<file path="src/rtl/ssd_pkg.sv">
`default_nettype none
// ============================================================================
// Module   : ssd_pkg
// Brief    : Shared 7-segment definitions (patterns, digit slots, helpers).
// Revision : 1.0 - initial release
// ============================================================================
package ssd_pkg;

    localparam int DIGITS       = 4;
    localparam int DIG_SEC_ONES = 0;
    localparam int DIG_SEC_TENS = 1;
    localparam int DIG_MIN_ONES = 2;
    localparam int DIG_MIN_TENS = 3;

    typedef logic [3:0] bcd_t;

    // Patterns are g..a, active-high.
    localparam logic [6:0] SEG_0 = 7'h3F;
    localparam logic [6:0] SEG_1 = 7'h06;
    localparam logic [6:0] SEG_2 = 7'h5B;
    localparam logic [6:0] SEG_3 = 7'h4F;
    localparam logic [6:0] SEG_4 = 7'h66;
    localparam logic [6:0] SEG_5 = 7'h6D;
    localparam logic [6:0] SEG_6 = 7'h7D;
    localparam logic [6:0] SEG_7 = 7'h07;
    localparam logic [6:0] SEG_8 = 7'h7F;
    localparam logic [6:0] SEG_9 = 7'h6F;

    typedef enum logic [1:0] {
        ST_WAIT   = 2'd0,
        ST_SETTLE = 2'd1,
        ST_HOLD   = 2'd2
    } cap_state_t;

    function automatic logic [1:0] onehot_idx(input logic [DIGITS-1:0] sel);
        logic [1:0] idx;
        idx = 2'd0;
        for (int i = 0; i < DIGITS; i++) begin
            if (sel[i]) idx = 2'(i);
        end
        return idx;
    endfunction

    function automatic logic [6:0] bcd_pair_bin(input bcd_t tens, input bcd_t ones);
        return (7'(tens) * 7'd10) + 7'(ones);
    endfunction

endpackage
`default_nettype wire

</file>
<file path="src/rtl/seg7_decode.sv">
`default_nettype none
// ============================================================================
// Module   : seg7_decode
// Brief    : Combinational 7-segment pattern to {BCD digit, invalid} decoder.
// Revision : 1.0 - initial release
// ============================================================================
module seg7_decode
    import ssd_pkg::*;
(
    input  logic [6:0] i_seg,
    output bcd_t       o_digit,
    output logic       o_invalid
);

    always_comb begin
        o_digit   = 4'd0;
        o_invalid = 1'b0;
        case (i_seg)
            SEG_0:   o_digit = 4'd0;
            SEG_1:   o_digit = 4'd1;
            SEG_2:   o_digit = 4'd2;
            SEG_3:   o_digit = 4'd3;
            SEG_4:   o_digit = 4'd4;
            SEG_5:   o_digit = 4'd5;
            SEG_6:   o_digit = 4'd6;
            SEG_7:   o_digit = 4'd7;
            SEG_8:   o_digit = 4'd8;
            SEG_9:   o_digit = 4'd9;
            default: o_invalid = 1'b1;
        endcase
    end

endmodule
`default_nettype wire

</file>
<file path="src/rtl/seven_seg_capture.sv">
`default_nettype none
// ============================================================================
// Module   : seven_seg_capture
// Brief    : Reconstructs the MM:SS value shown on a multiplexed 4-digit
//            7-segment display from its seg/dp/an pins.
//            SEVEN_SEG_CAPTURE_BIN_EN adds binary sec_bin/min_bin outputs.
// Revision : 1.0 - initial release
// ============================================================================
module seven_seg_capture
    import ssd_pkg::*;
#(
    parameter int STABLE_CYCLES  = 16,
    parameter bit SEG_ACTIVE_LOW = 1'b1,
    parameter bit AN_ACTIVE_LOW  = 1'b1
) (
    input  logic        clk,
    input  logic        rst_n,
    input  logic [6:0]  seg_in,
    input  logic        dp_in,
    input  logic [3:0]  an_in,
    output logic [15:0] bcd_out,
    output logic [3:0]  dp_out,
    output logic        frame_valid,
    output logic        frame_err
`ifdef SEVEN_SEG_CAPTURE_BIN_EN
    ,
    output logic [5:0]  sec_bin,
    output logic [5:0]  min_bin
`endif
);

    localparam int                 c_cnt_w    = $clog2(STABLE_CYCLES + 1);
    localparam logic [c_cnt_w-1:0] c_stable   = c_cnt_w'(STABLE_CYCLES);
    localparam logic [c_cnt_w-1:0] c_cnt_one  = c_cnt_w'(1);
    localparam logic [6:0]         c_seg_idle = {7{SEG_ACTIVE_LOW}};
    localparam logic               c_dp_idle  = SEG_ACTIVE_LOW;
    localparam logic [3:0]         c_an_idle  = {4{AN_ACTIVE_LOW}};

    logic [6:0]         r_seg_s1, r_seg_s2, r_prev_seg, w_seg;
    logic               r_dp_s1, r_dp_s2, r_prev_dp, w_dp;
    logic [3:0]         r_an_s1, r_an_s2, r_prev_an, w_an;
    logic               w_changed, w_onehot, w_capture, w_frame_done;
    logic [1:0]         w_idx;
    bcd_t               w_dec_digit;
    logic               w_dec_inv;
    cap_state_t         r_state;
    logic [c_cnt_w-1:0] r_cnt;
    bcd_t               r_slot_bcd [DIGITS];
    logic [DIGITS-1:0]  r_slot_dp, r_slot_inv, r_mask;
    logic [15:0]        r_bcd_out;
    logic [3:0]         r_dp_out;
    logic               r_frame_valid, r_frame_err, w_bin_err;

    always_ff @(posedge clk or negedge rst_n) begin
        if (!rst_n) begin
            r_seg_s1 <= c_seg_idle;
            r_seg_s2 <= c_seg_idle;
            r_dp_s1  <= c_dp_idle;
            r_dp_s2  <= c_dp_idle;
            r_an_s1  <= c_an_idle;
            r_an_s2  <= c_an_idle;
        end else begin
            r_seg_s1 <= seg_in;
            r_seg_s2 <= r_seg_s1;
            r_dp_s1  <= dp_in;
            r_dp_s2  <= r_dp_s1;
            r_an_s1  <= an_in;
            r_an_s2  <= r_an_s1;
        end
    end

    assign w_seg = r_seg_s2 ^ c_seg_idle;
    assign w_dp  = r_dp_s2 ^ c_dp_idle;
    assign w_an  = r_an_s2 ^ c_an_idle;

    always_ff @(posedge clk or negedge rst_n) begin
        if (!rst_n) begin
            r_prev_seg <= '0;
            r_prev_dp  <= 1'b0;
            r_prev_an  <= '0;
        end else begin
            r_prev_seg <= w_seg;
            r_prev_dp  <= w_dp;
            r_prev_an  <= w_an;
        end
    end

    assign w_changed = (w_seg != r_prev_seg) || (w_dp != r_prev_dp) || (w_an != r_prev_an);
    assign w_onehot  = (w_an != 4'd0) && ((w_an & (w_an - 4'd1)) == 4'd0);
    assign w_capture = (r_state == ST_SETTLE) && !w_changed && (r_cnt == c_stable);
    assign w_idx     = onehot_idx(w_an);

    seg7_decode u_decode (
        .i_seg     (w_seg),
        .o_digit   (w_dec_digit),
        .o_invalid (w_dec_inv)
    );

    // Counter saturates at c_stable: HOLD keeps it there without recapturing.
    always_ff @(posedge clk or negedge rst_n) begin
        if (!rst_n) begin
            r_state <= ST_WAIT;
            r_cnt   <= '0;
        end else begin
            case (r_state)
                ST_SETTLE, ST_HOLD: begin
                    if (w_changed) begin
                        if (w_onehot) begin
                            r_state <= ST_SETTLE;
                            r_cnt   <= c_cnt_one;
                        end else begin
                            r_state <= ST_WAIT;
                            r_cnt   <= '0;
                        end
                    end else if (r_state == ST_SETTLE) begin
                        if (r_cnt == c_stable) begin
                            r_state <= ST_HOLD;
                        end else begin
                            r_cnt <= r_cnt + c_cnt_one;
                        end
                    end
                end
                default: begin
                    if (w_onehot) begin
                        r_state <= ST_SETTLE;
                        r_cnt   <= c_cnt_one;
                    end else begin
                        r_state <= ST_WAIT;
                        r_cnt   <= '0;
                    end
                end
            endcase
        end
    end

    assign w_frame_done = (r_mask == 4'hF);

    always_ff @(posedge clk or negedge rst_n) begin
        if (!rst_n) begin
            for (int i = 0; i < DIGITS; i++) r_slot_bcd[i] <= '0;
            r_slot_dp     <= '0;
            r_slot_inv    <= '0;
            r_mask        <= '0;
            r_bcd_out     <= '0;
            r_dp_out      <= '0;
            r_frame_valid <= 1'b0;
            r_frame_err   <= 1'b0;
        end else begin
            r_frame_valid <= w_frame_done;
            if (w_frame_done) begin
                r_bcd_out   <= {r_slot_bcd[DIG_MIN_TENS], r_slot_bcd[DIG_MIN_ONES],
                                r_slot_bcd[DIG_SEC_TENS], r_slot_bcd[DIG_SEC_ONES]};
                r_dp_out    <= r_slot_dp;
                r_frame_err <= (|r_slot_inv) | w_bin_err;
                r_slot_inv  <= '0;
            end
            // A capture landing on the frame cycle still wins its own slot bit.
            if (w_capture) begin
                r_slot_bcd[w_idx] <= w_dec_digit;
                r_slot_dp[w_idx]  <= w_dp;
                r_slot_inv[w_idx] <= w_dec_inv;
            end
            r_mask <= (w_frame_done ? 4'h0 : r_mask) | (w_capture ? w_an : 4'h0);
        end
    end

`ifdef SEVEN_SEG_CAPTURE_BIN_EN
    logic [6:0] w_sec_raw, w_min_raw;
    logic [5:0] r_sec_bin, r_min_bin;

    assign w_sec_raw = bcd_pair_bin(r_slot_bcd[DIG_SEC_TENS], r_slot_bcd[DIG_SEC_ONES]);
    assign w_min_raw = bcd_pair_bin(r_slot_bcd[DIG_MIN_TENS], r_slot_bcd[DIG_MIN_ONES]);
    assign w_bin_err = (w_sec_raw > 7'd59) || (w_min_raw > 7'd59);

    always_ff @(posedge clk or negedge rst_n) begin
        if (!rst_n) begin
            r_sec_bin <= '0;
            r_min_bin <= '0;
        end else if (w_frame_done) begin
            r_sec_bin <= (w_sec_raw > 7'd59) ? 6'd59 : w_sec_raw[5:0];
            r_min_bin <= (w_min_raw > 7'd59) ? 6'd59 : w_min_raw[5:0];
        end
    end

    assign sec_bin = r_sec_bin;
    assign min_bin = r_min_bin;
`else
    assign w_bin_err = 1'b0;
`endif

    assign bcd_out     = r_bcd_out;
    assign dp_out      = r_dp_out;
    assign frame_valid = r_frame_valid;
    assign frame_err   = r_frame_err;

endmodule
`default_nettype wire

</file>
<file path="config.mk">
export PLATFORM = sky130hd
export DESIGN_NAME = seven_seg_capture
export DESIGN_NICKNAME = d
export VERILOG_FILES = /design/src/rtl/ssd_pkg.sv /design/src/rtl/seg7_decode.sv /design/src/rtl/seven_seg_capture.sv
export SDC_FILE = /design/constraint.sdc
export NUM_CORES = 1
export LEC_CHECK = 0
export CORE_AREA = 8 8 99 101
export CTS_CLUSTER_DIAMETER = 80
export CTS_CLUSTER_SIZE = 14
export DETAILED_ROUTE_END_ITERATION = 12
export DIE_AREA = 0 0 107 109
export DONT_BUFFER_PORTS = 1
export GPL_TIMING_DRIVEN = 0
export PLACE_DENSITY = 0.69
export SYNTH_ARGS = -nofsm -noshare
export SYNTH_HDL_FRONTEND = slang
export SYNTH_SLANG_ARGS = --single-unit
</file>
<file path="constraint.sdc">
create_clock -name clk -period 2.5 [get_ports clk]
set_input_delay 0.75 -clock clk [delete_from_list [all_inputs] [get_ports clk]]
set_output_delay 0.75 -clock clk [all_outputs]
set_load 0.01 [all_outputs]
</file>
==> results.txt <==
----------------------------------------------------
[Timing]
  Setup Skew ... ~0.012 ns
  Part of the cycle the worst path needs ... 0.9232
  Final period demand of the worst path ... 2.308 ns
  Setup violations, final ... 0
  Hold violation count in the final report ... 0
  Final max-slew violation count ... 0
  Setup TNS ... 0 ns
  Timing-limited maximum frequency ... about 430 MHz
  RSZ-0062 raised after global routing ... false
  Relative max-transition margin ... 0.5900
  Measured slew at the worst slew-check pin ... between 0.6 and 0.7 ns
  Final Hold Slack ... a little under 0.08 ns

[Power and ir drop]
  Cell leakage power ... around 1.8 nW
  Power Dens Cells ... approximately 660 mW/mm^2
  Worst VDD drop ... between 0.3 and 0.4 mV

[Worst setup path]
  Type of the worst setup path ... flop to flop
  Startpoint of the most critical register-to-register path ... r_cnt[0]$_DFFE_PN0P_
  Crit-path max FO ... 6
  Arrival time at the worst endpoint ... between 2 and 3 ns
  Critical Path, Cell by Cell ... inv_1, ha_1, nand4bb_4, or4_4, buf_8, nor4_4, buf_4, mux2i_1
  Nature of the critical path startpoint ... flop
  CP bufs+invs ... 3
  Crit. Startpoint ... r_cnt[0]$_DFFE_PN0P_
  Register-to-register path setup slack ... roughly 0.19 ns
  Critical Path End Type ... flop
  Largest stage delay, worst path ... approximately 0.55 ns
  Dominant delay contributor by cell family on the critical path ... simple AND/OR/NAND/NOR gates
  CP required ... between 2 and 3 ns
  Cell type of the slowest stage on the worst timing path ... sky130_fd_sc_hd__or4_4

[Yosys]
  Area leader, netlist ... sky130_fd_sc_hd__dfrtp_1
  Post-synthesis instance area ... between 0.003 and 0.004 mm^2
  Synthesized-area fraction occupied by ao, oa, aoi and oai cells ... 0.05748
  Multiplexer fraction of the synthesized cell area ... 0.07294
  Gate count of the mapped netlist ... between 300 and 400
  Top FF cell, synth ... sky130_fd_sc_hd__dfrtp_1
  Area share of and/or/nand/nor cells after synthesis ... 0.1250
  Share of flip-flops with an asynchronous set or reset after synthesis ... 1.000
  Syn Area/Cell ... 12.16 um^2
  Top cells by area, synth ... sky130_fd_sc_hd__dfrtp_1 46%, sky130_fd_sc_hd__dfstp_2 17%, sky130_fd_sc_hd__mux2i_1 7.0%
  Number of enable-type register cells in the synthesized netlist ... 0
  Top-area cell type share of the netlist area ... 0.4639
  Main combinational cell family by area after synthesis ... simple AND/OR/NAND/NOR gates
  Net Count, Synth ... 323
  Unique masters post-synth ... 38
  Seq cells post-synth ... 93
  Post-Synth Adder-Cell Area ... 0.01008
  Fraction of the yosys area taken by sequential cells ... 0.6333
  Yosys warning count ... 0
  Synthesized-area fraction occupied by xor and xnor cells ... 0.04235

[Floorplanning]
  Area inside the core boundary ... ~0.0084 mm^2
  IO Pins ... 36
  Area of the die ... about 0.012 mm^2
  Number of standard-cell rows in the floorplan ... 34
  Die span in y ... around 110 um
  Die Width ... approximately 110 um
  Starting utilization of the core area ... 0.4442

[Clocking]
  Clock insertion delay at the later pin of the skew report ... 0.36 ns
  Number of buffers between clock root and the deepest sink ... 2
  H-tree depth ... 3
  Hold bufs inserted after CTS ... 0
  TritonCTS sink count ... 93
  CTS tree ... built
  Root Buffer Master ... sky130_fd_sc_hd__clkbuf_8
  Clock slew at reported path FFs ... 0.09 ns
  Number of CTS-inserted buffers ... 9

[Layout]
  Layout cell share with drive strength beyond 1 ... 0.1933
  Final cell utilization of the core ... 0.4890
  ANT cells ... 0
  Net count, final ... around 340
  Filler-free cell count of the finished design ... between 400 and 500
  Synth-to-Final Area Change ... 10.08%

[Route]
  Drt total wl ... 6.451 mm
  Wire length on met3 ... roughly 340 um
  Antenna-violating nets left ... 0
  Number of DRC markers after the initial detailed-route iteration ... ~120
  Wire length the detailed router placed on met1 ... 2.944 mm
  DR vias ... ~2,200
  WL met2 ... ~3.1 mm
  Average wire per standard cell ... ~15 um
  Per-cell via count in the routed design ... approximately 5
  DR pass1 iterations ... 4
  DRC ... 0
  Highest Signal Layer ... met4

[GRT]
  Number of antenna violations at the first check in global routing ... 0
  Grt ovf ... 0
  Via count of the first global-routing pass ... approximately 2,200
  Overall fraction of global-route tracks in use ... 0.1200
  Maximum number of pins on one net before global-route repair ... 94
  Wire length of the first global-routing pass ... roughly 11 mm

[Placed design]
  Detailed placer's ending HPWL ... about 4.4 mm
  Placed Instances ... between 400 and 500
  Final weighted congestion in routability-driven placement ... 0.7815
  Port buffer count ... 0

[Hold path]
  Type of the tightest min-delay check ... primary input to asynchronous set/reset pin

[Flow run]
  MaxCap Viol Count ... 0

[Status]
  Run status ... finished, final reports clean

----------------------------------------------------
final timing paths:
kind,end,cells past startpoint
setup / recovery,r_slot_dp[2]$_DFFE_PN0P_,8
hold / removal,bcd_out[4]$_DFFE_PN0P_,0
setup reg to reg,r_slot_dp[2]$_DFFE_PN0P_,8
hold reg to reg,r_seg_s2[3]$_DFF_PN1_,0
max in group asynchronous,r_seg_s2[4]$_DFF_PN1_,0
min in group clk,r_seg_s2[3]$_DFF_PN1_,0
sequential cells by signal, summed over array words and instances, names as in the netlist, 5 cells and up:
signal and count:
r_seg_s1 7, r_seg_s2 7, bcd_out 16, r_slot_bcd 16, r_cnt 5, r_prev_seg 7
cells in the mapped netlist (6+ instances only):
library cell	number
sky130_fd_sc_hd__a21oi_1	6
sky130_fd_sc_hd__dfrtp_1	69
sky130_fd_sc_hd__clkbuf_1	7
sky130_fd_sc_hd__o21ai_0	25
sky130_fd_sc_hd__nor2_1	6
sky130_fd_sc_hd__dfstp_2	24
sky130_fd_sc_hd__nand2_1	35
sky130_fd_sc_hd__nor4_1	6
sky130_fd_sc_hd__mux2i_1	26
sky130_fd_sc_hd__xnor2_1	14
sky130_fd_sc_hd__inv_1	37
repair_timing:
item                                    CTS  global route
endpoints found under the setup margin   15            19
buffers inserted                          1             4
hold endpoints to repair                  0             0
resized for setup                         0             0
pin swaps                                 4             3
per-stage QoR:
stage,worst slack (ns),power [mW],cell area (um^2)
floorplan,0.2380,1.678,3722
global placement,0.05246,1.696,3857
detailed placement,-0.02059,1.701,3857
CTS,0.02508,2.737,4071
global route,0.05333,2.815,4098
finish,0.1919,2.704,4098
cell families (layout without fill, tap and decap cells):
group	Yosys count	after routing
mux	27	27
fa+ha+maj	3	3
buf+inv	51	71
simple gates	76	76
flops	93	93
xor+xnor	18	18
compound gates	38	38
report_power, final:
group          switching, mW  leakage [nW]  internal, mW
combinational         0.0569         0.496        0.0416
sequential            0.0223          1.19          1.55
clock                  0.531         0.105         0.501
per-layer routing:
metal / track usage / vias up
met5: 0 / -
met4: 0.04824 / 0
met3: 0.04078 / 5
met2: 0.1843 / 45
met1: 0.1531 / 1084
li1: - / 1036
placed cells by master, fill, tap and decap left out, drive strengths merged, types with 2 or more instances in the layout:
cell type	n
dfstp	24
clkbuf	17
xor2	4
nand2b	2
xnor2	14
nor4	10
nor3	3
or2	2
clkinv	2
nand3	3
mux2i	26
inv	39
dfrtp	69
nor2	6
nand2	35
ha	3
or4	5
buf	12
a21oi	6
o21ai	25
or3	2
nand4	4
final cells by class:
class | instances | area, um^2
buffer | 13 | 76.32
clock buffer | 11 | 141.4
clock inverter | 5 | 65.06
fill | 713 | 4283
inverter | 37 | 138.9
multi-input combinational | 162 | 1146
sequential | 93 | 2357
tap | 108 | 135.1
timing repair buffer | 5 | 37.54
No activity file was read; power rests on OpenSTA's default activity.
